==> src/rtl/rx_fifo.sv <==
// Receive-side first-word-fall-through byte FIFO fed by the USB receiver controller.
// Reports occupancy and raises a sticky overrun flag when a byte arrives with no free slot.
module rx_fifo #(
    parameter  int DATA_WIDTH = 8,
    parameter  int DEPTH      = 8,
    localparam int CNT_W      = $clog2(DEPTH) + 1
) (
    input  logic                  clk,
    input  logic                  rst,
    input  logic                  flush,
    input  logic                  w_enable,
    input  logic [DATA_WIDTH-1:0] w_data,
    input  logic                  r_enable,
    output logic [DATA_WIDTH-1:0] r_data,
    output logic                  empty,
    output logic                  full,
    output logic [CNT_W-1:0]      count,
    output logic                  overrun
);

    localparam int AW = CNT_W - 1;

    logic [CNT_W-1:0]      wptr_reg, wptr_next;
    logic [CNT_W-1:0]      rptr_reg, rptr_next;
    logic                  overrun_reg, overrun_next;
    logic [DATA_WIDTH-1:0] mem [DEPTH];

    logic          push;
    logic          pop;
    logic [AW-1:0] waddr;
    logic [AW-1:0] raddr;

    assign waddr = wptr_reg[AW-1:0];
    assign raddr = rptr_reg[AW-1:0];

    // Status is derived purely from the pointers, so w_enable never reaches it combinationally.
    assign empty = (wptr_reg == rptr_reg);
    assign full  = (waddr == raddr) && (wptr_reg[AW] != rptr_reg[AW]);
    assign count = wptr_reg - rptr_reg;

    // A pop in the same cycle frees the head slot, so a write into a full FIFO still lands.
    assign pop  = r_enable && !empty && !flush;
    assign push = w_enable && (!full || pop) && !flush;

    always_comb begin
        wptr_next    = wptr_reg;
        rptr_next    = rptr_reg;
        overrun_next = overrun_reg;
        if (flush) begin
            wptr_next    = '0;
            rptr_next    = '0;
            overrun_next = 1'b0;
        end else begin
            if (push) begin
                wptr_next = wptr_reg + 1'b1;
            end
            if (pop) begin
                rptr_next = rptr_reg + 1'b1;
            end
            if (w_enable && !push) begin
                overrun_next = 1'b1;
            end
        end
    end

    always_ff @(posedge clk or posedge rst) begin
        if (rst) begin
            wptr_reg    <= '0;
            rptr_reg    <= '0;
            overrun_reg <= 1'b0;
        end else begin
            wptr_reg    <= wptr_next;
            rptr_reg    <= rptr_next;
            overrun_reg <= overrun_next;
        end
    end

    // Storage carries no reset; stale contents are never visible because the pointers gate them.
    generate
        for (genvar gi = 0; gi < DEPTH; gi++) begin : g_entry
            always_ff @(posedge clk) begin
                if (push && (waddr == AW'(gi))) begin
                    mem[gi] <= w_data;
                end
            end
        end
    endgenerate

    assign r_data  = empty ? '0 : mem[raddr];
    assign overrun = overrun_reg;

endmodule

==> config.mk <==
export PLATFORM = sky130hd
export DESIGN_NAME = rx_fifo
export DESIGN_NICKNAME = d
export VERILOG_FILES = /design/src/rtl/rx_fifo.sv
export SDC_FILE = /design/constraint.sdc
export NUM_CORES = 1
export LEC_CHECK = 0
export BUFFER_PORTS_ARGS = -buffer_cell sky130_fd_sc_hd__buf_4
export CAP_MARGIN = 20
export CORE_UTILIZATION = 30
export DETAILED_ROUTE_END_ITERATION = 12
export HOLD_SLACK_MARGIN = 0.08
export PLACE_DENSITY = 0.49
export SLEW_MARGIN = 30
export SYNTH_ARGS = -nofsm -noshare
export SYNTH_HDL_FRONTEND = slang
export SYNTH_SLANG_ARGS = --single-unit
==> constraint.sdc <==
create_clock -name clk -period 2.85 [get_ports clk]
set_input_delay 0.57 -clock clk [delete_from_list [all_inputs] [get_ports clk]]
set_output_delay 0.57 -clock clk [all_outputs]
set_load 0.01 [all_outputs]
# Word-level counts from Yosys, hierarchy flattened
# Memories as Yosys holds them, arrays and structs flattened.
# Cells that the tools add are included.
dict set report totals {
  reg_bits 9
  ram_bits 64
  input_bits 13
  out_inout_bits 15
  elab_cells 91
  n_memories 1
}
dict set report op_classes {
  addsub 3
  eq_ne 10
  mux 44
  reduce_logical 30
}
# memory depth width read_ports rd_ports_with_merged_regs write_ports line
set mem_list {}
lappend mem_list {mem 8 8 1 0 1 26} ;# logic [DATA_WIDTH-1:0] mem [DEPTH];
# cell n
set ops {}
lappend ops {{$mux W8} 8}
lappend ops {{$reduce_or A8 Y1} 7}
lappend ops {{$mux W1} 25}
lappend ops {{$mux W3} 7}
lappend ops {{$mux W4} 4}
lappend ops {{$logic_and A1 B1 Y1} 14}
lappend ops {{$eq A3 B3 Y1 const B} 4}
lappend ops {{$add A4 B1 Y4 const B} 2}
lappend ops {{$eq A3 B2 Y1 const B} 2}
lappend ops {{$reduce_bool A2 Y1} 3}
lappend ops {{$eq A4 B4 Y1} 1}
lappend ops {{$logic_not A1 Y1} 4}
lappend ops {{$sub A4 B4 Y4} 1}
lappend ops {{$eq A3 B1 Y1 const B} 1}
lappend ops {{$eq A3 B3 Y1} 1}
lappend ops {{$logic_not A3 Y1} 1}
lappend ops {{$logic_or A1 B1 Y1} 1}
lappend ops {{$ne A1 B1 Y1} 1}

# Longest topological paths before layout
dict set report logic_depth {
  ltp_word 18
  depth_mapped 8
  ltp_nobuf 6
}

# Least setup slack after synthesis
# No wires, ideal clock.
dict set report synth_timing {
  kind {flip-flop to output port}
  start {reg rptr_reg[1]}
  end {out r_data[0]}
  arrival_ps 2147
  required_time_ps 2280
  slack_ps 133
  path_stages_with_launch 9
  path_buffers 2
  cell_sequence {dfrtp_1 -> buf_2 -> buf_1 -> inv_1 -> ha_1 -> nand3_1 -> nor2_2 -> nor2_1 -> a22o_1}
}
dict set report synth_via {
  elab_chain_len 2
  word_cells_on_any_way 3
  cone_classes {1 x eq/ne; 1 x mux; 1 x memory}
}
# item line
set synth_lines {}
lappend synth_lines {{start: declaration} 24} ;# logic [CNT_W-1:0] rptr_reg, rptr_next;
lappend synth_lines {{start signal: assignment} 73} ;# rptr_reg <= rptr_next;
lappend synth_lines {{$eq A4 B4 Y1} 37} ;# assign empty = (wptr_reg == rptr_reg);
lappend synth_lines {{named net empty} 15} ;# output logic empty,
lappend synth_lines {{$mux W8} 89} ;# assign r_data = empty ? '0 : mem[raddr];
lappend synth_lines {{end: declaration} 14} ;# output logic [DATA_WIDTH-1:0] r_data,
# The timed path passes the listed nets, and every way through them passes these cells.

# Worst setup path after layout
dict set report layout_timing {
  start {reg rptr_reg[2]}
  end {out r_data[3]}
}
dict set report layout_via {
  elab_chain_len 2
  word_cells_on_any_way 3
  cone_classes {1 x eq/ne; 1 x mux; 1 x memory}
}
# item line
set layout_lines {}
lappend layout_lines {{$mem_v2 Z8 W8 / $eq A4 B4 Y1 (equally long branches)} n/a}
lappend layout_lines {{$mux W8 (*)} 89}
# Every way passes the cells marked *; elsewhere a longest branch is shown, timed or not.

==> results.sh <==
export IMPL_num_rows=36
export IMPL_start_util_pct=31.4
export IMPL_worst_pin_slew_ns=0.420
export IMPL_maxCapViolCount=0
export IMPL_muxShareOfSynthArea_pct=12.2
export IMPL_grt_first_pass_wirelength_um=9870
export IMPL_syn_to_final_growth_pct=20.3
export IMPL_cts_max_level=3
export IMPL_drive_gt1_share_pct=33.0
export IMPL_synthTopCellsByCount="64 x edfxtp_1, 16 x mux4_2, 16 x nor2_1, 10 x ha_1, 10 x inv_1"
export IMPL_worst_setup_path_end_kind="primary output"
export IMPL_nNetsFinal=244
export IMPL_gp_congestion=0.745
export IMPL_clkTransAtPathRegs_ns=0.07
export IMPL_avgViaCountPerCell=4.60
export IMPL_worstSetupStartpoint="rptr_reg[2]"
export IMPL_synth_edf_count=64
export IMPL_synthCells=175
export IMPL_synth_seq_area_share_pct=69.1
export IMPL_worstPathRequired_ns=2.28
export IMPL_p_int_mw=1.86
export IMPL_dr_pass1_iters=4
export IMPL_synth_top_family_by_area="multiplexers"
export IMPL_critical_path_class="flop to primary output"
export IMPL_wire_per_inst_um=17.2
export IMPL_cts_hold_buf=0
export IMPL_syn_nets=199
export IMPL_largest_reg_flops=64
export IMPL_power_frac_seq_pct=47.5
export IMPL_p_clk_share_pct=30.1
export IMPL_final_antenna_net_count=0
export IMPL_synth_top_area_share_pct=61.8
export IMPL_fin_tns_setup_ns=0
export IMPL_combPwrFrac_pct=22.4
export IMPL_setup_viol=0
export IMPL_post_cts_buffers=0
export IMPL_worstRegToRegCells=8
export IMPL_synthArstFlopShare_pct=12.3
export IMPL_synth_cell_area_um2=3110
export IMPL_antenna_cells=0
export IMPL_yosys_most_used_dff="edfxtp_1"
export IMPL_grt_overflow=0
export IMPL_synth_top_area_cell="edfxtp_1"
export IMPL_antenna_found_initial=0
export IMPL_dieWidth_um=104
export IMPL_finalHoldViolCount=0
export IMPL_synth_xor_area_share_pct=2.21
export IMPL_start_kind="flop"
export IMPL_rsz0062_at_grt="no"
export IMPL_synth_seq_cells=73
export IMPL_p_leak_nw=1.35
export IMPL_worst_path_max_fanout=8
export IMPL_holdWs_ns=0.206
export IMPL_cts_sinks=73
export IMPL_tritoncts="built"
export IMPL_skew_ns=0.00444
export IMPL_yosys_area_share_adder_pct=4.67
export IMPL_clk_latency_ns=0.33
export IMPL_drc=0
export IMPL_finalCritPeriodShare_pct=93.9
export IMPL_io_pins=28
export IMPL_fmax_mhz=374
export IMPL_yosysMostFrequentCell="edfxtp_1"
export IMPL_totalWireLength_um=6130
export IMPL_core_um2=9910
export IMPL_yosysWarnings=0
export IMPL_grt_usage_pct=12.6
export IMPL_first_global_vias=1788
export IMPL_avgSynthCellArea_um2=17.8
export IMPL_cp_arrival_ns=2.10
export IMPL_vias=1643
export IMPL_ys_types=31
export IMPL_grt_max_degree=21
export IMPL_cp_endpoint="r_data[3]"
export IMPL_min_period_ns=2.67
export IMPL_r2r_start="rptr_reg[2]"
export IMPL_synthSimpleGateAreaFrac_pct=5.03
export IMPL_dieArea_um2=10800
export IMPL_synth_compound_area_share_pct=4.55
export IMPL_hpwl_um=3950
export IMPL_final_max_slew_violation_count=0
export IMPL_port_buffers=27
export IMPL_r2r_slack_ns=0.49
export IMPL_status="complete, no violations"
export IMPL_hold_path_class="input port to asynchronous set/reset pin"
export IMPL_clockRootBuffer="clkbuf_8"
export IMPL_relSlewSlack_pct=72.0
export IMPL_power_density_nw_per_um2=676
export IMPL_drt_iter0_drc=52
export IMPL_clockBufferDepth=2
export IMPL_numCtsBuffers=9
export IMPL_die_h_um=104
export IMPL_reg2reg_to="mem[0][3]"
export IMPL_swShare_pct=26.3
export IMPL_switchingPower_mw=0.665
export IMPL_yosys_top_cells_area="edfxtp_1 62%, mux4_2 12%, dfrtp_1 7.2%"
export IMPL_irDropWorstVdd_mv=0.231
==> layer usage <==
layer  vias up  GRT usage [%]  part of all wire, %
li1        768              -                    -
met1       843           16.1                   46
met2        22           20.7                   49
met3        10           2.14                  2.7
met4         0           6.43                  2.0
met5         -              0                    0
==> power by group through the flow <==
stage	Combinational, mW	Clock [mW]	Sequential, mW
floorplan	0.347	0	1.22
global placement	0.568	0	1.22
detailed placement	0.566	0	1.22
CTS	0.570	0.792	1.20
global route	0.620	0.829	1.20
finish	0.567	0.762	1.20
==> worst min-delay path by stage <==
stage | endpoint | cells after the start | start
after floorplan | overrun | 1 | rst
after global placement | overrun | 2 | overrun
after detailed placement | overrun | 2 | overrun
after CTS | wptr_reg[3] | 2 | rst
after global routing | wptr_reg[3] | 2 | rst
final | wptr_reg[3] | 2 | rst
==> kinds of logic after synthesis <==
| family | count (synthesis) |
|---|---|
| xor gates and xnor gates | 7 |
| buffers and inverters | 15 |
| muxes | 18 |
| AOI/OAI and AO/OA | 18 |
| DFF | 73 |
| and+or+nand+nor | 33 |
| adders and majority gates | 11 |
==> through the flow <==
step           power (mW)  std cells  cell area (µm²)  util, %  setup slack (ns)
3_5_place_dp         1.79        342             3540     35.7             0.230
6_report             2.53        357             3740     37.7             0.175
2_1_floorplan        1.57        175             3110        -             0.133
3_3_place_gp         1.79        342             3540     35.7             0.270
4_1_cts              2.56        357             3720     37.6            0.0760
5_1_grt              2.65        357             3740     37.7            0.0235
==> cells in the final DEF, fill, tap and decap left out, types with 2 or more instances in the layout <==
master    instances
or3_1             3
mux4_2           16
o21ai_0           4
a22o_1            8
clkinv_2          2
dfrtp_1           9
nor3b_1           2
ha_1             10
a21oi_1           3
nand2_1           5
edfxtp_1         64
xnor2_1           3
mux2i_1           2
nor2_1           14
xor2_1            3
nand3_1           2
clkbuf_8          9
buf_4            39
inv_1            10
nor2_4            3
==> critical path: stages (launching register included) <==
cell and delay (ns):
dfrtp_1 0.44, inv_1 0.12, ha_1 0.34, nand3_1 0.15, nor2_4 0.23, nor2_4 0.10, a22o_1 0.24, buf_4 0.15
==> area by class of cell <==
cell class / count / area (µm²)
Fill cell: 944 / 6170
Sequential cell: 73 / 2150
Multi-Input combinational cell: 87 / 912
Timing Repair Buffer: 39 / 293
Tap cell: 133 / 166
Clock buffer: 9 / 124
Clock inverter: 6 / 60.1
Inverter: 10 / 37.5
==> repair_timing <==
item                                    in CTS  in global routing
pin swaps                                    0                  0
gates resized for setup                      2                  3
endpoints found under the setup margin       8                  5
Note: power is estimated with default switching activity, not from simulation.
